--- src/rtl/ttt_pkg.sv ---
// rtl/ttt_pkg.sv - shared cell codes, FSM states and scan tables for the auto player
package ttt_pkg;

  localparam logic [1:0] EMPTY    = 2'b00;
  localparam logic [1:0] MARK_X   = 2'b01;
  localparam logic [1:0] MARK_O   = 2'b10;
  localparam logic [1:0] MY_MARK  = MARK_O;
  localparam logic [1:0] OPP_MARK = MARK_X;

  typedef enum logic [2:0] {
    IDLE  = 3'd0,
    WIN   = 3'd1,
    BLOCK = 3'd2,
    PREF  = 3'd3,
    EMIT  = 3'd4,
    WAIT  = 3'd5
  } state_e;

  localparam logic [0:7][0:2][3:0] LINES = '{
    '{4'd1, 4'd2, 4'd3},
    '{4'd4, 4'd5, 4'd6},
    '{4'd7, 4'd8, 4'd9},
    '{4'd1, 4'd4, 4'd7},
    '{4'd2, 4'd5, 4'd8},
    '{4'd3, 4'd6, 4'd9},
    '{4'd1, 4'd5, 4'd9},
    '{4'd3, 4'd5, 4'd7}
  };

  localparam logic [0:8][3:0] PREF_ORDER = '{
    4'd5, 4'd1, 4'd3, 4'd7, 4'd9, 4'd2, 4'd4, 4'd6, 4'd8
  };

  // Board is packed with cell 1 at index 0; out-of-range positions read as blocked.
  function automatic logic [1:0] cell_at(input logic [8:0][1:0] b, input logic [3:0] p);
    logic [1:0] c;
    c = 2'b11;
    for (int i = 0; i < 9; i++) begin
      if (p == 4'(i + 1)) c = b[i];
    end
    return c;
  endfunction

endpackage

--- src/rtl/ttt_auto_player_if.sv ---
// rtl/ttt_auto_player_if.sv - board/turn inputs and move outputs between game core and auto player
interface ttt_auto_player_if;
  logic       turn;
  logic [1:0] pos1, pos2, pos3, pos4, pos5, pos6, pos7, pos8, pos9;
  logic [1:0] win;
  logic [3:0] pos_play0;
  logic       move_valid;
  logic       no_move;
  logic       busy;

  modport master (
    output turn, pos1, pos2, pos3, pos4, pos5, pos6, pos7, pos8, pos9, win,
    input  pos_play0, move_valid, no_move, busy
  );

  modport slave (
    input  turn, pos1, pos2, pos3, pos4, pos5, pos6, pos7, pos8, pos9, win,
    output pos_play0, move_valid, no_move, busy
  );
endinterface

--- src/rtl/ttt_line_eval.sv ---
// rtl/ttt_line_eval.sv - one winning line: two of the target mark plus one empty cell is a hit
import ttt_pkg::*;

module ttt_line_eval (
  input  logic [1:0] cell_a,
  input  logic [1:0] cell_b,
  input  logic [1:0] cell_c,
  input  logic [3:0] pos_a,
  input  logic [3:0] pos_b,
  input  logic [3:0] pos_c,
  input  logic [1:0] mark,
  output logic       hit,
  output logic [3:0] empty_pos
);

  logic [1:0] n_mark;
  logic [1:0] n_empty;

  always_comb begin
    n_mark  = {1'b0, cell_a == mark} + {1'b0, cell_b == mark} + {1'b0, cell_c == mark};
    n_empty = {1'b0, cell_a == EMPTY} + {1'b0, cell_b == EMPTY} + {1'b0, cell_c == EMPTY};
    hit     = (n_mark == 2'd2) && (n_empty == 2'd1);
    if (cell_a == EMPTY)      empty_pos = pos_a;
    else if (cell_b == EMPTY) empty_pos = pos_b;
    else if (cell_c == EMPTY) empty_pos = pos_c;
    else                      empty_pos = 4'd0;
  end

endmodule

--- src/rtl/ttt_auto_player.sv ---
// rtl/ttt_auto_player.sv - automatic O player: snapshot board, scan win/block lines, then preference order
import ttt_pkg::*;

module ttt_auto_player (
  input  logic               clk,
  input  logic               rst,
  ttt_auto_player_if.slave   bus
);

  state_e           state_q, state_d;
  logic [2:0]       k_q, k_d;
  logic [8:0][1:0]  snap_q, snap_d;
  logic [3:0]       move_q, move_d;
  logic             found_q, found_d;
  logic [3:0]       pos_play0_q, pos_play0_d;
  logic             move_valid_q, move_valid_d;
  logic             no_move_q, no_move_d;
  logic             busy_q, busy_d;

  logic [1:0]       scan_mark;
  logic             line_hit;
  logic [3:0]       line_pos;
  logic             pref_hit;
  logic [3:0]       pref_pos;

  // One evaluator serves both scans; only the target mark changes.
  assign scan_mark = (state_q == BLOCK) ? OPP_MARK : MY_MARK;

  ttt_line_eval u_line_eval (
    .cell_a    (cell_at(snap_q, LINES[k_q][0])),
    .cell_b    (cell_at(snap_q, LINES[k_q][1])),
    .cell_c    (cell_at(snap_q, LINES[k_q][2])),
    .pos_a     (LINES[k_q][0]),
    .pos_b     (LINES[k_q][1]),
    .pos_c     (LINES[k_q][2]),
    .mark      (scan_mark),
    .hit       (line_hit),
    .empty_pos (line_pos)
  );

  // Walk the preference list backwards so the earliest empty entry wins.
  always_comb begin
    pref_hit = 1'b0;
    pref_pos = 4'd0;
    for (int i = 8; i >= 0; i--) begin
      if (cell_at(snap_q, PREF_ORDER[i]) == EMPTY) begin
        pref_hit = 1'b1;
        pref_pos = PREF_ORDER[i];
      end
    end
  end

  always_comb begin
    state_d = state_q;
    k_d     = k_q;
    snap_d  = snap_q;
    move_d  = move_q;
    found_d = found_q;

    case (state_q)
      IDLE: begin
        if (bus.turn) begin
          snap_d  = {bus.pos9, bus.pos8, bus.pos7, bus.pos6, bus.pos5,
                     bus.pos4, bus.pos3, bus.pos2, bus.pos1};
          k_d     = 3'd0;
          move_d  = 4'd0;
          found_d = 1'b0;
          state_d = (bus.win != 2'b00) ? EMIT : WIN;
        end
      end
      WIN, BLOCK: begin
        if (!bus.turn) begin
          state_d = IDLE;
          k_d     = 3'd0;
        end else if (line_hit) begin
          move_d  = line_pos;
          found_d = 1'b1;
          state_d = EMIT;
          k_d     = 3'd0;
        end else if (k_q == 3'd7) begin
          state_d = (state_q == WIN) ? BLOCK : PREF;
          k_d     = 3'd0;
        end else begin
          k_d = k_q + 3'd1;
        end
      end
      PREF: begin
        if (!bus.turn) begin
          state_d = IDLE;
        end else begin
          move_d  = pref_pos;
          found_d = pref_hit;
          state_d = EMIT;
        end
      end
      EMIT: state_d = WAIT;
      WAIT: begin
        if (!bus.turn) state_d = IDLE;
      end
      default: state_d = IDLE;
    endcase

    move_valid_d = (state_d == EMIT) && found_d;
    no_move_d    = (state_d == EMIT) && !found_d;
    pos_play0_d  = ((state_d == EMIT || state_d == WAIT) && found_d) ? move_d : 4'd0;
    busy_d       = (state_d != IDLE);
  end

  always_ff @(posedge clk or negedge rst) begin
    if (!rst) begin
      state_q      <= IDLE;
      k_q          <= 3'd0;
      snap_q       <= '0;
      move_q       <= 4'd0;
      found_q      <= 1'b0;
      pos_play0_q  <= 4'd0;
      move_valid_q <= 1'b0;
      no_move_q    <= 1'b0;
      busy_q       <= 1'b0;
    end else begin
      state_q      <= state_d;
      k_q          <= k_d;
      snap_q       <= snap_d;
      move_q       <= move_d;
      found_q      <= found_d;
      pos_play0_q  <= pos_play0_d;
      move_valid_q <= move_valid_d;
      no_move_q    <= no_move_d;
      busy_q       <= busy_d;
    end
  end

  assign bus.pos_play0  = pos_play0_q;
  assign bus.move_valid = move_valid_q;
  assign bus.no_move    = no_move_q;
  assign bus.busy       = busy_q;

endmodule

--- src/flat_wrapper.sv ---
// flat-port wrapper written by rule: the top's interface ports become plain ports
module ttt_auto_player_flat 
  (clk, rst, bus_turn, bus_pos1, bus_pos2, bus_pos3, bus_pos4, bus_pos5, bus_pos6, bus_pos7, bus_pos8, bus_pos9, bus_win, bus_pos_play0, bus_move_valid, bus_no_move, bus_busy);
  ttt_auto_player_if bus_i ();
  input  logic clk;
  input  logic rst;
  input wire logic [$bits(bus_i.turn)-1:0] bus_turn;
  input wire logic [$bits(bus_i.pos1)-1:0] bus_pos1;
  input wire logic [$bits(bus_i.pos2)-1:0] bus_pos2;
  input wire logic [$bits(bus_i.pos3)-1:0] bus_pos3;
  input wire logic [$bits(bus_i.pos4)-1:0] bus_pos4;
  input wire logic [$bits(bus_i.pos5)-1:0] bus_pos5;
  input wire logic [$bits(bus_i.pos6)-1:0] bus_pos6;
  input wire logic [$bits(bus_i.pos7)-1:0] bus_pos7;
  input wire logic [$bits(bus_i.pos8)-1:0] bus_pos8;
  input wire logic [$bits(bus_i.pos9)-1:0] bus_pos9;
  input wire logic [$bits(bus_i.win)-1:0] bus_win;
  output wire logic [$bits(bus_i.pos_play0)-1:0] bus_pos_play0;
  output wire logic [$bits(bus_i.move_valid)-1:0] bus_move_valid;
  output wire logic [$bits(bus_i.no_move)-1:0] bus_no_move;
  output wire logic [$bits(bus_i.busy)-1:0] bus_busy;
  assign bus_i.turn = bus_turn;
  assign bus_i.pos1 = bus_pos1;
  assign bus_i.pos2 = bus_pos2;
  assign bus_i.pos3 = bus_pos3;
  assign bus_i.pos4 = bus_pos4;
  assign bus_i.pos5 = bus_pos5;
  assign bus_i.pos6 = bus_pos6;
  assign bus_i.pos7 = bus_pos7;
  assign bus_i.pos8 = bus_pos8;
  assign bus_i.pos9 = bus_pos9;
  assign bus_i.win = bus_win;
  assign bus_pos_play0 = bus_i.pos_play0;
  assign bus_move_valid = bus_i.move_valid;
  assign bus_no_move = bus_i.no_move;
  assign bus_busy = bus_i.busy;
  ttt_auto_player u_core (.clk(clk), .rst(rst), .bus(bus_i));
endmodule
--- config.mk ---
export PLATFORM = sky130hd
export DESIGN_NAME = ttt_auto_player_flat
export DESIGN_NICKNAME = d
export VERILOG_FILES = /design/src/rtl/ttt_pkg.sv /design/src/rtl/ttt_auto_player_if.sv /design/src/rtl/ttt_line_eval.sv /design/src/rtl/ttt_auto_player.sv /design/src/flat_wrapper.sv
export SDC_FILE = /design/constraint.sdc
export NUM_CORES = 1
export LEC_CHECK = 0
export ABC_CLOCK_PERIOD_IN_PS = 5500
export BUFFER_PORTS_ARGS = -buffer_cell sky130_fd_sc_hd__buf_2
export CORE_MARGIN = 10
export CORE_UTILIZATION = 30
export CTS_CLUSTER_SIZE = 24
export DETAILED_ROUTE_END_ITERATION = 16
export SLEW_MARGIN = 20
export SYNTH_ARGS = -nofsm -noshare
export SYNTH_HDL_FRONTEND = slang
export SYNTH_SLANG_ARGS = --single-unit
--- constraint.sdc ---
create_clock -name clk -period 5.5 [get_ports clk]
set_input_delay 1.1 -clock clk [delete_from_list [all_inputs] [get_ports clk]]
set_output_delay 1.1 -clock clk [all_outputs]
set_load 0.01 [all_outputs]
# Word level (Yosys, flattened, before mapping)
# Memory sizes are Yosys's and may differ from the RTL's.
# Index checks and enable logic that the tools add are counted.
# totals
regBits	36
rom_bits	96
inputBits	23
out_inout_bits	7
wordCells	167
n_memories	1
# classes
addsub	5
n_lt_le_gt_ge	1
eq_ne	41
muxes	76
n_bitwise	1
n_reduce_logical	25
# memory_table
memory	depth	width	rd	rd_clocked_by_memory_dff	wr	line_no	rtl
(no name shown)	8	12	1	0	0	ttt_auto_player.sv:35	.pos_c (LINES[k_q][2]),
# ops
op	count
4-bit 2-to-1 mux	17
2-bit 2-to-1 mux	28
4-bit by 3-bit == test with 1-bit output (second input constant)	12
3-bit 2-to-1 mux	11
4-bit by 2-bit == test with 1-bit output (second input constant)	6
4-bit == test (second input constant)	6
2-bit zero test	12
12-bit 2-to-1 mux	2
3-bit == test (second input constant)	5
3-bit one-hot mux with 5 select lines	1
1-bit 2-to-1 mux	14
4-bit by 1-bit == test with 1-bit output (second input constant)	3
4-bit one-hot mux with 3 select lines	1
2-bit == test	3
3-bit by 2-bit == test with 1-bit output (second input constant)	2
3-bit one-hot mux with 2 select lines	1
1-bit by 1-bit adder with 2-bit output	2
2-bit by 1-bit adder with 2-bit output	2
4-bit >= comparator (second input constant)	1
1-bit logical AND	4
3-bit NOT with 4-bit output	1
2-bit AND reduction	2
2-bit nonzero test	2
3-bit by 1-bit adder with 3-bit output (second input constant)	1
10 further kinds	10

# Longest topological paths before layout
# logic_depth
ltp_word	26
mapped_depth	20
ltp_nobuf	17

# Cells and area by module
# Synthesis repeated with hierarchy kept, for this count alone.
# hier_totals
cells_unflattened	301
area_unflattened_um2	2790.2
# by_module_without_submodules
mod	instances	cells_each	area_per_inst_um2	seq_area_each_um2
ttt_auto_player	1	268	2572.5	900.9
ttt_line_eval	1	33	217.7	0.0

# Worst setup path before layout
# No wires, ideal clock.
# synth_timing
kind	reg2reg
from	register u_core.k_q[0]
to	register u_core.pos_play0_q[1] (netlist: u_core.bus.pos_play0[1])
setup_ns	0.088
arrival_time_ns	4.295
t_required_ns	5.412
path_slack_ns	1.116
path_stages_with_launch	20
path_buffers	3
period_less_slack_ns	4.384
cell_sequence	dfrtp_1 buf_4 clkbuf_1 inv_1 ha_1 buf_2 nand3_1 o2111ai_1 a221oi_1 a2bb2oi_2 nor2_1 or2_2 o22ai_1 fa_1 nand4bb_1 a21o_1 a221oi_1 nand2_1 o21bai_1 a41oi_1
# synth_via
elab_chain_len	26
word_cells_on_any_way	90
cone_classes	4 x add/sub; 35 x eq/ne; 43 x mux; 1 x bitwise; 6 x reduce/logical; 1 x memory
# synth_lines
item	line_no	rtl
start, declared	ttt_auto_player.sv:11	logic [2:0] k_q, k_d;
start signal, assigned	ttt_auto_player.sv:122	k_q <= k_d;
3-bit NOT with 4-bit output (not written as such)	ttt_auto_player.sv:30, ttt_auto_player.sv:31, ttt_auto_player.sv:32	
memory read 8 x 12 bit	n/a	
12-bit 2-to-1 mux (not written as such)	ttt_auto_player.sv:35	
12-bit 2-to-1 mux (not written as such)	ttt_auto_player.sv:30	.cell_a (cell_at(snap_q, LINES[k_q][0])),
4-bit by 1-bit == test with 1-bit output	ttt_pkg.sv:39	if (p == 4'(i + 1)) c = b[i];
2-bit 2-to-1 mux (9 in a row)	ttt_pkg.sv:39	
2-bit == test / 2-bit zero test (equally long branches)	ttt_line_eval.sv:20, ttt_line_eval.sv:21	
1-bit by 1-bit adder with 2-bit output (on tied branches)	ttt_line_eval.sv:20, ttt_line_eval.sv:21	
[4 not listed]	n/a	
3-bit 2-to-1 mux *	ttt_auto_player.sv:72	if (!bus.turn) begin
3-bit one-hot mux with 5 select lines *	ttt_auto_player.sv:60	case (state_q)
via u_core.state_d[2]	ttt_auto_player.sv:10	state_e state_q, state_d;
3-bit == test	ttt_auto_player.sv:105	pos_play0_d = ((state_d == EMIT || state_d == WAIT) && found_d) ? move_d : 4'd0;
1-bit logical OR *	ttt_auto_player.sv:105	
1-bit logical AND *	ttt_auto_player.sv:105	
4-bit 2-to-1 mux *	ttt_auto_player.sv:105	
via u_core.pos_play0_d[1]	ttt_auto_player.sv:15	logic [3:0] pos_play0_q, pos_play0_d;
end signal, assigned	ttt_auto_player.sv:126	pos_play0_q <= pos_play0_d;
end, declared	ttt_auto_player.sv:15	
# Mark *: on every way through the listed nets, which the timed path passes. The rest lies on a longest branch. The select of a mux whose other input is x is not followed.
# A chain may end at the register's enable or synchronous reset.

# Worst setup path in the final report
# layout_timing
from	register u_core.k_q[1]
to	register u_core.pos_play0_q[1] (netlist: u_core.bus.pos_play0[1])
# layout_via
word_cells_on_any_way	90
cone_classes	4 x add/sub; 35 x eq/ne; 43 x mux; 1 x bitwise; 6 x reduce/logical; 1 x memory
# layout_rtl
item	line_no	rtl
3-bit NOT with 4-bit output (not written as such) *	ttt_auto_player.sv:30, ttt_auto_player.sv:31, ttt_auto_player.sv:32	
memory read 8 x 12 bit *	n/a	
12-bit 2-to-1 mux (not written as such) *	ttt_auto_player.sv:35	
12-bit 2-to-1 mux (not written as such) *	ttt_auto_player.sv:30	
4-bit by 1-bit == test with 1-bit output	ttt_pkg.sv:39	
2-bit 2-to-1 mux (9 in a row)	ttt_pkg.sv:39	
2-bit == test / 2-bit zero test (equally long branches)	ttt_line_eval.sv:20, ttt_line_eval.sv:21	
1-bit by 1-bit adder with 2-bit output (on tied branches)	ttt_line_eval.sv:20, ttt_line_eval.sv:21	
[2 not listed]	n/a	
1-bit logical AND *	ttt_line_eval.sv:22	hit = (n_mark == 2'd2) && (n_empty == 2'd1);
1-bit 2-to-1 mux *	ttt_auto_player.sv:75	end else if (line_hit) begin
1-bit 2-to-1 mux *	ttt_auto_player.sv:72	
1-bit one-hot mux with 3 select lines *	ttt_auto_player.sv:60	
via u_core.found_d	ttt_auto_player.sv:14	logic found_q, found_d;
1-bit logical AND *	ttt_auto_player.sv:105	
4-bit 2-to-1 mux *	ttt_auto_player.sv:105	
via u_core.pos_play0_d[1]	ttt_auto_player.sv:15	
# Marks and branches as above.

==> results.cfg <==
[logic_synthesis]
synthXorXnorAreaFrac = 0.003097
synth_top_family_by_area = compound AO/OA/AOI/OAI gates
synth_fp_nets = 359
synth_edf_count = 0
ys_ff_latch = 36
netlist_instances = 326
synthTopCellsByCount = 36 x dfrtp_1, 31 x nor2_1, 22 x a21oi_1, 22 x o21ai_0, 19 x nand2_1
ys_async_sr_fraction = 1.000
synth_compound_area_frac = 0.2845
ys.flop_type = dfrtp_1
yosys_warnings = 0
muxShareOfSynthArea = 0.07832
synth_area_leaders = dfrtp_1 32%, mux2_2 6.8%, nor2_1 4.1%, a21oi_1 3.9%, o21ai_0 3.9%
synth.largest_area_cell = dfrtp_1
synth_most_common_cell = dfrtp_1
synth_cell_types = 63
avgSynthCellArea_um2 = 8.674
synthSimpleGateAreaFrac = 0.2195
synth_adder_area_share = 0.04956
syn-cell-area_um2 = 2828
ys_seq_area_frac = 0.3186
synth_top_area_frac = 0.3186

[sta]
fmax_ghz = 0.1945
worstMarginPinSlew_ns = 1.023
final_hold_viol_count = 0
period_share = 0.9350
tns_ns = 0
clock_skew_ns = 0.007155
final-setup-viol-count = 0
slew_violations = 0
fin_crit_ns = 5.142
slew_headroom = 0.3181
rsz0062_at_grt = false

[floorplan]
core_um2 = 9196
die_w_um = 117.1
dieHeight_um = 117.1
dieArea_um2 = 13710
ios = 30
initial_core_util = 0.3075
rows = 35

[clock_network]
post_cts_buffers = 0
max-clock-path-buffers = 2
cts_max_level = 2
cts_tree = yes
cts_buffers = 5
cts_root_buf = clkbuf_8
clk_latency_ns = 0.30
cts_sinks = 36
post_cts_resized = 0
clkTransAtPathRegs_ns = 0.08
holdBufCountCts = 0

[final_layout]
final_core_util = 0.3433
area_growth_pct = 11.64
antenna_cells = 0
nFillCells = 984
finalInstanceArea_um2 = 3157
nNetsFinal = 382
layout-drive-gt1-share = 0.2000

[status]
status = finished clean

[global_route]
grt_pass1_vias = 2576
grt_util_all_layers = 0.1204
antenna_found_initial = 0
grt-ovfl-total = 0
grt_first_pass_wirelength_um = 13220
grt_max_degree = 37

[place]
place.port_buffers = 29
placedInstanceArea_um2 = 3060
dpl.hpwl_um = 6204
place_congestion = 0.9034

[worst_setup_path]
end_kind = flip-flop
critical_path_class = flip-flop to flip-flop
worstPathMaxFanout = 24
cp.required_ns = 5.72
start_kind = flip-flop
worstPathArrival_ns = 5.37
reg2reg_slack_ns = 0.36

[flow_run]
max_cap_viol_count = 0

[hold_path]
hold_path.class = flip-flop to flip-flop

[pwr]
p_leak_nw = 1.325
ir_drop_mv = 0.2035
total_power_mw = 1.791
power_density_nw_per_um2 = 567.3

[route]
routed_wl_um = 8370
vias = 2689
drcViolationCount = 0
via_per_inst = 5.833
wl_per_cell_um = 18.16
first_pass_iters = 5
ant_nets = 0
drt-initial-drc-count = 191
==> worst max-delay path, stage by stage (launching register included) <==
cell       delay (ns)
dfrtp_1          0.50
inv_1            0.17
ha_1             0.70
nor2b_1          0.22
o2111ai_1        0.11
a221oi_1         0.42
a2bb2oi_2        0.20
nor2_1           0.07
or2_2            0.27
o22ai_1          0.21
fa_1             0.47
nand4bb_1        0.33
a21oi_1          0.22
nor2_1           0.06
a311oi_1         0.44
nand2_1          0.26
o21bai_1         0.22
a41oi_1          0.16
==> per-layer routing <==
layer | routed length (µm) | part of all wire | global-route usage | vias up
met2 | 3755 | 0.45 | 0.1864 | 116
met3 | 507 | 0.061 | 0.02294 | 21
met4 | 226 | 0.027 | 0.04695 | 0
met5 | 0 | 0 | 0 | -
li1 | - | - | - | 1268
met1 | 3880 | 0.46 | 0.1613 | 1284
==> cell families after synthesis <==
| logic type | count (synthesis) |
|---|---|
| AND/OR/NAND/NOR | 116 |
| AO/OA/AOI/OAI | 113 |
| adder cells (fa/ha/maj) | 10 |
| XOR/XNOR | 1 |
| flip-flops | 36 |
| multiplexers | 20 |
| buffers and inverters | 30 |
==> final timing paths <==
path / from / to / cells past startpoint
worst max-delay path: u_core.k_q[1]$_DFFE_PN0P_ / u_core.bus.pos_play0[1]$_DFF_PN0_ / 17
worst min-delay path: u_core.snap_q[15]$_DFFE_PN0P_ / u_core.snap_q[15]$_DFFE_PN0P_ / 1
worst max register to register: u_core.k_q[1]$_DFFE_PN0P_ / u_core.bus.pos_play0[1]$_DFF_PN0_ / 17
worst min register to register: u_core.snap_q[15]$_DFFE_PN0P_ / u_core.snap_q[15]$_DFFE_PN0P_ / 1
max in group asynchronous: rst / u_core.snap_q[17]$_DFFE_PN0P_ / 1
min in group asynchronous: rst / u_core.snap_q[3]$_DFFE_PN0P_ / 1
==> cells in the final DEF (no fill, tap or decap), drive strengths merged, types with 5 or more instances in the layout <==
master and count:
nor2 31, buf 32, ha 8, dfrtp 36, o21ai 22, a21oi 22, o22ai 8, nand2b 13
a21o 8, mux2 17, nand2 19, clkbuf 6, o221ai 5, o211ai 5, nor2b 9, nor3 9
nand3 8, a31oi 6, inv 15, nand3b 7
==> area by class of cell <==
type	count	area [µm²]	area share
repair buffers	32	167.7	0.05311
multi-input cells	260	1800	0.5704
flip-flops and latches	36	900.9	0.2854
well taps	111	138.9	0.04400
clock inverters	2	13.76	0.004360
clock buffers	6	82.58	0.02616
inverters	14	52.55	0.01665
==> per-stage QoR <==
stage               setup WS, ns  hold slack [ns]  cells
finish                    0.3577           0.5871    461
global route            0.004706           0.6128    461
CTS                       0.4930           0.5856    461
detailed placement        0.5511           0.5688    453
global placement          0.5477           0.5769    453
floorplan                  1.116           0.5217    326
==> where the power goes <==
part           switching (mW)  total (mW)  internal [mW]
combinational           0.590        1.05          0.459
clock                   0.111       0.213          0.103
sequential              0.170       0.529          0.358
==> flip-flops by register name, summed over array words and instances (netlist names) <==
name                   count
u_core.found_q             1
u_core.bus.move_valid      1
u_core.bus.busy            1
u_core.k_q                 3
u_core.state_q             3
u_core.bus.pos_play0       4
u_core.move_q              4
u_core.snap_q             18
u_core.bus.no_move         1
(Power assumes the default switching activity.)
